==> src/rtl/ex_mem_pipe.sv <==
// ex_mem_pipe: EX/MEM pipeline register with elastic valid/ready handshake.
//
// Holds one instruction in a main entry (drives all outputs) and one in a
// skid entry, so the stage can absorb a single extra instruction while MEM
// back-pressures.  flush drops every held and incoming instruction.  Memory
// and write-back controls (and pc_src) are forced to 0 when no instruction is
// presented, so bubbles can never write memory, the register file or the PC.
//
// Ports:
//   clk, rst_n        clock, asynchronous active-low reset
//   flush             synchronous kill of held and incoming entries
//   in_valid/in_ready upstream handshake (in_ready = no skid entry held)
//   ctlwb_in, ctlm_in write-back controls; memory controls {memwrite,memread,branch}
//   adder_in, aluzero_in, aluout_in, readdat2_in, muxout_in  EX results
//   out_valid/out_ready downstream handshake
//   wb_ctlout, branch, memread, memwrite  masked controls
//   add_result, alu_result, rdata2out, zero, five_bit_muxout  data fields
//   pc_src            branch AND zero AND out_valid
module ex_mem_pipe #(
    parameter int DATA_W = 32,
    parameter int REG_W  = 5,
    parameter int WB_W   = 2
) (
    input  logic              clk,
    input  logic              rst_n,
    input  logic              flush,
    input  logic              in_valid,
    output logic              in_ready,
    input  logic [WB_W-1:0]   ctlwb_in,
    input  logic [2:0]        ctlm_in,
    input  logic [DATA_W-1:0] adder_in,
    input  logic              aluzero_in,
    input  logic [DATA_W-1:0] aluout_in,
    input  logic [DATA_W-1:0] readdat2_in,
    input  logic [REG_W-1:0]  muxout_in,
    output logic              out_valid,
    input  logic              out_ready,
    output logic [WB_W-1:0]   wb_ctlout,
    output logic              branch,
    output logic              memread,
    output logic              memwrite,
    output logic [DATA_W-1:0] add_result,
    output logic              zero,
    output logic [DATA_W-1:0] alu_result,
    output logic [DATA_W-1:0] rdata2out,
    output logic [REG_W-1:0]  five_bit_muxout,
    output logic              pc_src
);

    typedef struct packed {
        logic [WB_W-1:0]   wb;
        logic [2:0]        m;
        logic [DATA_W-1:0] add;
        logic              zero;
        logic [DATA_W-1:0] alu;
        logic [DATA_W-1:0] rd2;
        logic [REG_W-1:0]  rd;
    } entry_t;

    entry_t in_e;
    entry_t main_e;
    entry_t skid_e;
    logic   main_valid;
    logic   skid_valid;
    logic   accept_in;
    logic   advance;

    always_comb begin
        in_e      = '{wb: ctlwb_in, m: ctlm_in, add: adder_in, zero: aluzero_in,
                      alu: aluout_in, rd2: readdat2_in, rd: muxout_in};
        in_ready  = ~skid_valid;
        accept_in = in_valid & in_ready;
        advance   = ~main_valid | out_ready;
    end

    always_ff @(posedge clk or negedge rst_n) begin
        if (!rst_n) begin
            main_e     <= '0;
            skid_e     <= '0;
            main_valid <= 1'b0;
            skid_valid <= 1'b0;
        end else if (flush) begin
            // Data fields keep stale values; only the valid bits matter.
            main_valid <= 1'b0;
            skid_valid <= 1'b0;
        end else if (advance) begin
            if (skid_valid) begin
                main_e     <= skid_e;
                main_valid <= 1'b1;
                if (accept_in) begin
                    skid_e <= in_e;
                end else begin
                    skid_valid <= 1'b0;
                end
            end else begin
                main_e     <= in_e;
                main_valid <= accept_in;
            end
        end else if (accept_in) begin
            skid_e     <= in_e;
            skid_valid <= 1'b1;
        end
    end

    always_comb begin
        out_valid       = main_valid;
        wb_ctlout       = main_valid ? main_e.wb : '0;
        branch          = main_valid & main_e.m[0];
        memread         = main_valid & main_e.m[1];
        memwrite        = main_valid & main_e.m[2];
        pc_src          = main_valid & main_e.m[0] & main_e.zero;
        add_result      = main_e.add;
        zero            = main_e.zero;
        alu_result      = main_e.alu;
        rdata2out       = main_e.rd2;
        five_bit_muxout = main_e.rd;
    end

endmodule
==> config.mk <==
export PLATFORM = sky130hd
export DESIGN_NAME = ex_mem_pipe
export DESIGN_NICKNAME = d
export VERILOG_FILES = /design/src/rtl/ex_mem_pipe.sv
export SDC_FILE = /design/constraint.sdc
export NUM_CORES = 1
export LEC_CHECK = 0
export CORE_UTILIZATION = 40
export CTS_BUF_LIST = sky130_fd_sc_hd__clkbuf_8
export DETAILED_ROUTE_END_ITERATION = 16
export GPL_TIMING_DRIVEN = 0
export PLACE_DENSITY = 0.63
export SLEW_MARGIN = 20
export SYNTH_ARGS = -nofsm -noshare
export SYNTH_HDL_FRONTEND = slang
export SYNTH_SLANG_ARGS = --single-unit
==> constraint.sdc <==
create_clock -name clk -period 3.3 [get_ports clk]
set_clock_uncertainty 0.15 [all_clocks]
set_input_delay 0.66 -clock clk [delete_from_list [all_inputs] [get_ports clk]]
set_output_delay 0.66 -clock clk [all_outputs]
set_load 0.1 [all_outputs]
* Yosys cells after proc, flatten, opt, wreduce, memory -nomap -nowiden
Cells that the tools add are included.
** Word-level totals
- RAM bits :: 0
- Latch bits :: 0
- Memory bits (read-only) :: 0
- Input port bits :: 112
- Memories :: 0
- Output and inout bits :: 110
- Flip-flop bits (word level) :: 216
** Operators by class
- $mul :: 0
- Bitwise gates (word level) :: 9
- Equal/unequal tests :: 1
- Reduce and logical (&&, ||, !) cells :: 4
- Shift operators :: 0
- Magnitude comparators :: 0
- Div/mod/pow operators :: 0
- Add/subtract/negate cells :: 0
- Muxes and demuxes :: 13
** Operator list (number)
- $mux 107 :: 4
- $mux 1 :: 8
- $and 1x1->1 :: 5
- $reduce_and 2->1 :: 2
- $not 1->1 :: 3
- $reduce_bool 3->1 :: 1
- $mux 2 :: 1
- $ne 2x2->1 const B :: 1
- $reduce_bool 2->1 :: 1
- $or 1x1->1 :: 1

* Logic depth before layout (Yosys ltp)
- Depth after elaboration :: 6
- Depth in mapped cells :: 6

* Worst setup path after synthesis
No wires, ideal clock.
- Kind :: flip-flop to output port
- Start point :: register main_valid (netlist: out_valid)
- End point :: output pc_src
- Slack :: 0.613 ns
- Arrival time :: 1.877 ns
- Stages on the path, launching flop included :: 2
- Buffers on the path :: 0
- Cells stage by stage :: dfrtp_1 -> and3_1
** On the way
- Word-level cells in the longest chain between the ends :: 2
** Ends and longest elaborated chain
- start, declared :: RTL line 63 : logic main_valid;
- start signal, assigned :: RTL line 97 : main_valid <= accept_in;
- $and 1x1->1 (2 in a row) :: RTL line 111 : pc_src = main_valid & main_e.m[0] & main_e.zero;
- end, declared :: RTL line 47 : output logic pc_src
No other way between the ends.

* Final worst setup path
- Start point :: register main_valid (netlist: out_valid)
- End point :: output memread
** On the way
- Word-level cells in the longest chain between the ends :: 1
** Ends and longest elaborated chain
- $and 1x1->1 :: RTL line 109 : memread = main_valid & main_e.m[1];
- end, declared :: RTL line 40 : output logic memread,
No other way between the ends.

==> results.yml <==
outcome:
  status: "complete, no violations"
timing:
  finalHoldViolations: 0
  tightestPinTransition_ns: 1.053
  max_freq_mhz: 314.9
  setup_viol: 0
  final.period_utilization_pct: 96.23
  rsz0062_at_grt: "no"
  period_minus_slack_ns: 3.175
  drv_slew: 0
  relSlewSlack_pct: 29.61
  final.setup.tns_ns: 0
placed_design:
  place_hpwl_um: 16830
  dp_cells: 1367
  numPortBuffers: 221
  placed_area_um2: 12680
  gp_congestion: 0.7367
grt:
  grt.met3_usage_pct: 5.221
  grt_start_max_net_pins: 79
  gr-total-overflow: 0
  grt_usage_pct: 19.69
  grt_use_met1_pct: 26.04
  grt_pass1_wl_um: 39810
  grt_pass1_vias: 7402
  antenna_found_initial: 3
  use_met2_pct: 31.76
  busiest_layer: "met2"
critical_path:
  rrSetupSlack_ns: 1.10
  startpoint_type: "flip-flop"
  critPathRequiredTime_ns: 2.49
  worstPathArrival_ns: 2.37
  crit_fanout: 8
  setup.worst_path.class: "reg2out"
  worstSetupEndpointType: "output port"
logic_synthesis:
  ys_seq_area_share_pct: 54.05
  ys_ff_latch: 216
  syn_inst: 820
  ys_top_cells_by_area: "dfrtp_1 54%, mux2i_1 11%, o21ai_0 11%"
  synth_nets: 932
  netlist_area_um2: 10000
  synth_top_area_share_pct: 54.05
  avgSynthCellArea_um2: 12.19
  yosysUniqueCellTypes: 19
  yosysWarningCount: 0
  synth.largest_area_cell: "dfrtp_1"
drt:
  routed_wl_um: 24500
  drc: 0
  vias: 6923
  dr.pass1.iters: 4
  wl_per_cell_um: 17.15
  detail-route-antenna-nets: 0
  via_per_inst: 4.845
  drt-initial-drc-count: 252
clock_network:
  numCtsBuffers: 39
  numClockSinks: 216
  root_buffer: "clkbuf_8"
  clock_path_buffers: 3
  path_clk_slew_ns: 0.05
  cts_tree: "yes"
  post_cts_buffers: 0
  worstSkewPairLatency_ns: 0.52
  htreeDepth: 2
die:
  die_h_um: 160.1
  num_io_pins: 222
  die_x_um: 160.1
  core_um2: 24390
  die_area_um2: 25640
  num_rows: 57
  initial_core_util_pct: 41.00
layout:
  fin_util_pct: 54.92
  design_area_um2: 13400
  drive_above_1_share_pct: 25.91
  synthToLayoutAreaGrowth_pct: 33.97
  fin_cells: 1429
  nNetsFinal: 1196
pwr:
  peakVddDrop_uv: 366.3
  p_leak_nw: 5.724
  power_mw: 8.346
  cellPowerDensity_nw_per_um2: 623.0
run:
  cap_violations: 0
worst_hold_path:
  hold_path_class: "reg2reg"
==> layer usage <==
metal	vias to the layer above	share of wire [%]
li1	3309	-
met1	3397	44
met2	177	47
met3	40	6.9
met4	0	1.8
met5	-	0
==> flip-flops by register name, indices dropped and copies added (netlist names) <==
register,flops
add_result,32
alu_result,32
five_bit_muxout,5
main_e,5
out_valid,1
rdata2out,32
skid_e,107
skid_valid,1
zero,1
==> synth_stat cells (all sizes together) <==
library cell / n
inv: 1
or2: 1
dfrtp: 216
clkbuf: 35
and2: 5
and2b: 1
buf: 126
nand3: 1
nor2: 3
o21ai: 215
mux2: 107
mux2i: 107
nor3: 1
and3: 1
==> per-stage QoR <==
stage          hold WS (ns)  worst slack [ns]
6_report             0.3520            0.1245
3_3_place_gp         0.3347            -8.221
4_1_cts              0.3556           0.04841
3_5_place_dp         0.3433            0.1082
2_1_floorplan        0.2144            0.6125
5_1_grt              0.3594           0.03528
==> logic make-up (layout without fill, tap and decap cells) <==
logic type	count (synthesis)	after routing	synth area share, %
muxes	214	214	23.89
and+or+nand+nor	13	13	0.8509
AOI/OAI and AO/OA	215	215	10.76
DFF	216	216	54.05
other	0	1	0
buffers and inverters	162	446	10.45
==> what timing repair did <==
item,CTS,global route
endpoints found under the setup margin,1,0
hold endpoints to repair,62,0
resized for setup,1,0
hold buffers,1,0
==> worst max-delay path: stages (launching register included) <==
cell and delay, ns:
dfrtp_1 0.50, and2_1 0.17, clkdlybuf4s50_1 1.18
==> cells in the final DEF, fill, tap and decap left out, drive strengths merged, types with 2 or more instances in the layout <==
cell type,instances
nor2,3
mux2i,107
buf,129
clkbuf,82
clkinv,2
and2,5
clkdlybuf4s50,219
o21ai,215
dfrtp,216
inv,12
mux2,107
==> path summary, 6_finish.rpt <==
check | from | endpoint | cells after the start
max in group asynchronous | rst_n | skid_e[75]$_DFFE_PN0P_ | 3
max reg2reg | out_valid$_DFFE_PN0P_ | alu_result[19]$_DFFE_PN0P_ | 6
min in group asynchronous | rst_n | skid_e[10]$_DFFE_PN0P_ | 2
min | main_e[103]$_DFFE_PN0P_ | main_e[103]$_DFFE_PN0P_ | 2
min reg2reg | main_e[103]$_DFFE_PN0P_ | main_e[103]$_DFFE_PN0P_ | 2
max | out_valid$_DFFE_PN0P_ | memread | 2
==> power by group <==
group	total (mW)	internal, mW	leakage [nW]	switching [mW]
sequential	3.39	3.15	2.65	0.243
clock	2.34	1.29	0.412	1.05
combinational	2.62	0.971	2.67	1.64
==> area by class of cell <==
| cell class | instances | area, um2 |
|---|---|---|
| diodes | 1 | 2.502 |
| plain buffers | 160 | 1037 |
| clock buffers | 48 | 660.6 |
| clock inverters | 13 | 51.30 |
| fillers | 2163 | 10990 |
| inverters | 1 | 3.754 |
| multi-input cells | 442 | 3550 |
| flip-flops and latches | 216 | 5405 |
| well taps | 324 | 405.4 |
| repair buffers | 224 | 2281 |
No activity file was read; power rests on OpenSTA's default activity.
